<file path="config.mk">
export PLATFORM = sky130hd
export DESIGN_NAME = stack_dump
export DESIGN_NICKNAME = d
export VERILOG_FILES = /design/src/rtl/stack_dump.sv
export SDC_FILE = /design/constraint.sdc
export NUM_CORES = 1
export LEC_CHECK = 0
export BUFFER_PORTS_ARGS = -buffer_cell sky130_fd_sc_hd__buf_4
export CAP_MARGIN = 10
export CORE_UTILIZATION = 45
export CTS_CLUSTER_SIZE = 14
export DETAILED_ROUTE_END_ITERATION = 12
export HOLD_SLACK_MARGIN = 0.03
export SETUP_SLACK_MARGIN = 0.3
export SLEW_MARGIN = 20
export SYNTH_ARGS = -nofsm -noshare
export SYNTH_HDL_FRONTEND = slang
export SYNTH_SLANG_ARGS = --single-unit
</file>
<file path="constraint.sdc">
create_clock -name clk -period 8.2 [get_ports clk]
set_input_delay 1.23 -clock clk [delete_from_list [all_inputs] [get_ports clk]]
set_output_delay 1.23 -clock clk [all_outputs]
set_load 0.03 [all_outputs]
</file>
<file path="src/rtl/stack_dump.sv">
// ----------------------------------------------------------------------------
// stack_dump -- ring-buffer operand stack with a streaming dump port.
//
// The CPU side pushes, drops and overwrites entries of a DEPTH-entry ring
// addressed by a wrapping stack pointer. The top two entries are always
// visible on rd1/rd2. On request, the dump port streams the valid entries
// from top to deepest over a valid/ready handshake. While a dump is in
// progress the CPU side is ignored.
//
// Ports:
//   clk, rst       clock, asynchronous active-high reset
//   we, delta, wd  CPU op: delta 00 hold, 01 push, 10 drop two, 11 drop one;
//                  we writes wd into the (new) top
//   rd1, rd2       top and second entry
//   depth          valid-entry count, 0..DEPTH (saturating)
//   dump_req       one-cycle request to start a dump
//   dump_busy      dump in progress
//   dump_valid/dump_ready/dump_data/dump_last  dump stream handshake
//   ovf, unf       sticky overflow / underflow flags
//
// Configuration macro: STACK_DUMP_FLAGS_EN -- when defined, ovf/unf are
// live sticky flags; when undefined they are tied to 0.
// ----------------------------------------------------------------------------
module stack_dump #(
    parameter int DEPTH = 16,
    parameter int WIDTH = 16
) (
    input  logic                       clk,
    input  logic                       rst,
    input  logic                       we,
    input  logic [1:0]                 delta,
    input  logic [WIDTH-1:0]           wd,
    output logic [WIDTH-1:0]           rd1,
    output logic [WIDTH-1:0]           rd2,
    output logic [$clog2(DEPTH):0]     depth,
    input  logic                       dump_req,
    output logic                       dump_busy,
    output logic                       dump_valid,
    input  logic                       dump_ready,
    output logic [WIDTH-1:0]           dump_data,
    output logic                       dump_last,
    output logic                       ovf,
    output logic                       unf
);

    localparam int              AW      = $clog2(DEPTH);
    localparam logic [AW:0]     DEPTH_C = (AW+1)'(DEPTH);
    localparam logic [AW-1:0]   ONE     = AW'(1);

    typedef enum logic {IDLE, SEND} state_e;

    state_e            state_q;
    logic [WIDTH-1:0]  ring_q [DEPTH];
    logic [AW-1:0]     sp_q, sp_d;
    logic [AW:0]       depth_q, depth_d;
    logic [AW-1:0]     k_q;
    logic [AW:0]       count_q;
    logic              dump_valid_q;

    logic              wr_en;
    logic [AW-1:0]     wr_idx;
    logic [WIDTH-1:0]  wr_data;
    logic              dump_start;
    logic              cpu_en;
    logic              at_last;
    logic [AW-1:0]     dump_idx;

    // The accepting cycle also suppresses the CPU op, so the captured count
    // and the pointer used for streaming describe the same stack image.
    assign dump_start = (state_q == IDLE) && dump_req && (depth_q != '0);
    assign cpu_en     = (state_q == IDLE) && !dump_start;

    // CPU-side next state. Drops never clear the ring, so wrapped entries
    // reappear when the pointer moves back over them.
    always_comb begin
        // NOTE: every signal gets a default first so no path leaves one
        // unassigned, which would otherwise infer a latch.
        sp_d    = sp_q;
        depth_d = depth_q;
        wr_en   = 1'b0;
        wr_idx  = sp_q;
        wr_data = wd;
        unique case (delta)
            2'b00: begin
                wr_en = we;
            end
            2'b01: begin
                sp_d    = sp_q + ONE;
                wr_idx  = sp_q + ONE;
                wr_en   = 1'b1;
                wr_data = we ? wd : ring_q[sp_q];
                // A full stack overwrites its oldest entry; the count stays put.
                depth_d = (depth_q == DEPTH_C) ? depth_q : depth_q + 1'b1;
            end
            2'b11: begin
                sp_d    = sp_q - ONE;
                wr_idx  = sp_q - ONE;
                wr_en   = we;
                depth_d = (depth_q == '0) ? '0 : depth_q - 1'b1;
            end
            default: begin
                sp_d    = sp_q - AW'(2);
                wr_idx  = sp_q - AW'(2);
                wr_en   = we;
                depth_d = (depth_q < (AW+1)'(2)) ? '0 : depth_q - (AW+1)'(2);
            end
        endcase
    end

    // Storage, pointer and dump FSM.
    always_ff @(posedge clk or posedge rst) begin
        if (rst) begin
            state_q      <= IDLE;
            sp_q         <= '0;
            depth_q      <= '0;
            k_q          <= '0;
            count_q      <= '0;
            dump_valid_q <= 1'b0;
            // NOTE: the ring is reset entry by entry because rd1/rd2 and the
            // dump stream must read zero straight out of reset; this keeps the
            // storage in flops rather than a RAM macro.
            for (int i = 0; i < DEPTH; i++) begin
                ring_q[i] <= '0;
            end
        end else begin
            // NOTE: state updates use non-blocking assignments so every
            // register samples the pre-edge values regardless of order.
            if (cpu_en) begin
                sp_q    <= sp_d;
                depth_q <= depth_d;
                if (wr_en) begin
                    ring_q[wr_idx] <= wr_data;
                end
            end
            unique case (state_q)
                IDLE: begin
                    if (dump_start) begin
                        state_q      <= SEND;
                        dump_valid_q <= 1'b1;
                        k_q          <= '0;
                        count_q      <= depth_q;
                    end
                end
                SEND: begin
                    if (dump_valid_q && dump_ready) begin
                        if (at_last) begin
                            state_q      <= IDLE;
                            dump_valid_q <= 1'b0;
                        end else begin
                            k_q <= k_q + ONE;
                        end
                    end
                end
                default: state_q <= IDLE;
            endcase
        end
    end

    assign at_last    = ({1'b0, k_q} == (count_q - 1'b1));
    assign dump_idx   = sp_q - k_q;

    assign rd1        = ring_q[sp_q];
    assign rd2        = ring_q[sp_q - ONE];
    assign depth      = depth_q;
    assign dump_busy  = (state_q == SEND);
    assign dump_valid = dump_valid_q;
    assign dump_data  = dump_valid_q ? ring_q[dump_idx] : '0;
    assign dump_last  = dump_valid_q && at_last;

`ifdef STACK_DUMP_FLAGS_EN
    logic ovf_q, unf_q;

    always_ff @(posedge clk or posedge rst) begin
        if (rst) begin
            ovf_q <= 1'b0;
            unf_q <= 1'b0;
        end else if (cpu_en) begin
            if ((delta == 2'b01) && (depth_q == DEPTH_C)) begin
                ovf_q <= 1'b1;
            end
            if (((delta == 2'b11) && (depth_q == '0)) ||
                ((delta == 2'b10) && (depth_q < (AW+1)'(2)))) begin
                unf_q <= 1'b1;
            end
        end
    end

    assign ovf = ovf_q;
    assign unf = unf_q;
`else
    assign ovf = 1'b0;
    assign unf = 1'b0;
`endif

endmodule

</file>
==> results by group <==
CTS
  • CTS Sinks: 276
  • Post-CTS Resized: 0
  • CTS Hold Bufs: 0
  • Postcts setup bufs: 0
  • Clock-pin slew on the worst setup and hold paths: 0.06 ns
  • Bufs on Longest Clock Path: 3
  • Clock Tree Root: clkbuf_16
  • Cts bufs inserted: 34
  • Clk_lat worst skew: 0.53 ns
  • CTS H-Tree Depth: 2
  • CTS tree: yes

Synthesis
  • Mapped Cells: 1,334
  • Ys async rst share: 100%
  • Syn avg cell area: 13.5 um^2
  • Post-synth cell types: 69
  • Most frequent cell after synthesis: dfrtp_1
  • Synth area leaders: dfrtp_1, mux4_2, mux2_2
  • Synthesis warning total: 0
  • Synth top area share: 38.3%
  • Post-synth EDFFs: 0
  • Top cells by instance count after synthesis: dfrtp_1, mux2_2, mux4_2
  • Main synth FF type: dfrtp_1
  • Synth area leader: dfrtp_1
  • Synth Cell Area: 18,000 um^2
  • Seq cells post-synth: 276
  • Seq/Total Area, Yosys: 38.3%

Worst setup path
  • Crit path top cell by count: buf_4
  • Crit path cell chain: buf_4 > inv_1 > ha_1 > a21boi_0 > xnor2_2 > buf_4 > mux4_2 > buf_4
  • Buf/Inv on CP: 4
  • Critical path arrival: 4.23 ns
  • CP required: 6.97 ns
  • Crit. End Element: output pin
  • Max Fanout on Critical Path: 39
  • Delay-heaviest family, CP: buffers and inverters
  • Worst setup SP type: flop
  • Max incr delay on CP: 0.92 ns
  • CP Class: flop to output pin
  • CP max-delay cell: xnor2_2

Timing
  • Final period util: 66.6%
  • Slew Limit Fails: 0
  • Max Clock Freq: 183 MHz
  • Tmin final: 5.46 ns
  • RSZ-0062 raised after global routing: false
  • Final Setup Violations: 0
  • Final hold vios: 0
  • Least-Margin Pin Slew: 1.20 ns
  • Final WS setup: 2.74 ns
  • Clk_skew: 0.0215 ns
  • Setup TNS: 0 ns
  • Relative slew slack: 19.7%

Flow run
  • Max Cap Viol: 0

GRT
  • Vias in the first global route: 12,700
  • GRT Util Overall: 27.2%
  • Grt total ovfl: 0
  • Largest net degree at the start of global routing: 143
  • First-pass GRT wire length: 83,400 um
  • Antenna violations before repair: 0

Min path
  • Hold crit path type: flop to flop

Die
  • Io pins: 81
  • DIE HEIGHT: 202 um
  • Site Rows: 72
  • Area of the core: 39,100 um^2
  • Chip width: 202 um
  • Starting Density: 46.1%
  • Die Footprint: 40,900 um^2

Final layout
  • # fillers: 3,391
  • Layout cells sized above 1: 43.6%
  • Area grow syn2layout: 11.9%
  • Antenna diodes: 0
  • # nets final: 1,398

Place
  • Place WS: 3.29 ns
  • I/O Buffers: 78
  • Detailed placer's ending HPWL: 32,100 um
  • Routability cong.: 0.833

Routing
  • 1st-pass router iterations: 5
  • Final wirelength: 54,800 um
  • Routed wire per std cell: 28.9 um
  • Vias per cell: 6.70
  • Via count: 12,700
  • DR iter-0 viols: 1,036
  • Residual DRC count: 0
  • ANT nets after route: 0

Run status
  • Outcome: finished clean
==> placed cells by master, fill, tap and decap left out, types with 3 or more instances in the layout <==
cell type and instances:
and3_1 6, mux2_1 23, clkbuf_1 9, o31ai_1 3, o211ai_1 3, mux2_4 40, mux2i_1 141, nor3_1 5
a32oi_1 14, ha_1 14, o221ai_2 4, buf_12 3, clkinv_2 4, a22oi_1 57, o21ai_0 22, a221oi_1 4
nand3_1 52, mux2_2 210, a31oi_1 6, buf_4 108, nand3_4 3, nand3_2 6, mux4_2 147, xnor2_1 9
nand2_1 50, dfrtp_1 274, nor3b_1 3, nor2_1 13, clkbuf_16 35, nor2b_1 5, and2_1 3, nor3_4 4
clkbuf_8 7, inv_1 15, a21oi_1 5, o211a_1 16, a211oi_1 3
==> layout make-up <==
type | count | area (um^2) | share of cell area (%)
multi-input cells | 919 | 10600 | 52.5
flip-flops and latches | 276 | 6910 | 34.3
clock buffers | 51 | 1010 | 4.99
repair buffers | 111 | 871 | 4.32
well taps | 518 | 648 | 3.21
clock inverters | 7 | 88.8 | 0.440
inverters | 16 | 63.8 | 0.316
==> path summary, 6_finish.rpt <==
kind                       slack [ns]  depth (start not counted)               startpoint                 endpoint
max in group asynchronous        5.45                          4                      rst   ring_q[47]$_DFFE_PP0P_
min in group asynchronous        0.85                          2                      rst  ring_q[236]$_DFFE_PP0P_
max reg2reg                      3.34                          9      sp_q[1]$_DFFE_PP0N_  ring_q[128]$_DFFE_PP0P_
min                              0.54                          1  ring_q[167]$_DFFE_PP0P_  ring_q[167]$_DFFE_PP0P_
min reg2reg                      0.54                          1  ring_q[167]$_DFFE_PP0P_  ring_q[167]$_DFFE_PP0P_
max                              2.74                          8      sp_q[1]$_DFFE_PP0N_                   rd2[0]
==> layer usage <==
metal | global-route usage [%] | up-vias | wire [um]
met1 | 38.1 | 6751 | 23700
met5 | 0 | - | 0
met3 | 5.37 | 107 | 4100
li1 | - | 5282 | -
met4 | 9.00 | 0 | 1530
met2 | 42.6 | 581 | 25500
==> registers in the layout (all words and copies together) (netlist names) <==
name	cells
ring_q	256
k_q	4
depth	5
dump_busy	1
sp_q	4
dump_valid	1
count_q	5
==> worst register-to-register path, cell delays in order, from the launching register on <==
cell and delay [ns]:
dfrtp_2 0.34, buf_4 0.62, inv_1 0.27, ha_4 1.13, mux2i_1 0.21, xnor2_1 0.57, nand3b_2 0.31, or3_1 0.60
buf_4 0.35, mux2_4 0.33
==> per-stage QoR <==
| step | instances | utilization [%] | hold WS (ns) | cell area, um^2 |
|---|---|---|---|---|
| finish | 1898 | 51.6 | 0.544 | 20200 |
| global route | 1898 | 51.6 | 0.564 | 20200 |
| CTS | 1896 | 51.5 | 0.541 | 20100 |
| detailed placement | 1838 | 48.7 | 0.525 | 19000 |
| global placement | 1838 | 48.7 | 0.518 | 19000 |
| floorplan | 1335 | - | 0.493 | 18000 |
==> cell families (layout without fill, tap and decap cells) <==
logic type	count (synthesis)	after routing	synth area share, %
multiplexers	561	561	44.1
XOR/XNOR	13	13	0.632
flip-flops	276	276	38.3
AO/OA/AOI/OAI	156	156	6.63
adder cells (fa/ha/maj)	17	17	1.22
buffers and inverters	140	185	3.81
other	1	2	0.0208
AND/OR/NAND/NOR	170	170	5.30
Power is left out: the tool's default activity adds up to more than one toggle a clock period on the data nets, which glitch-free logic cannot reach.
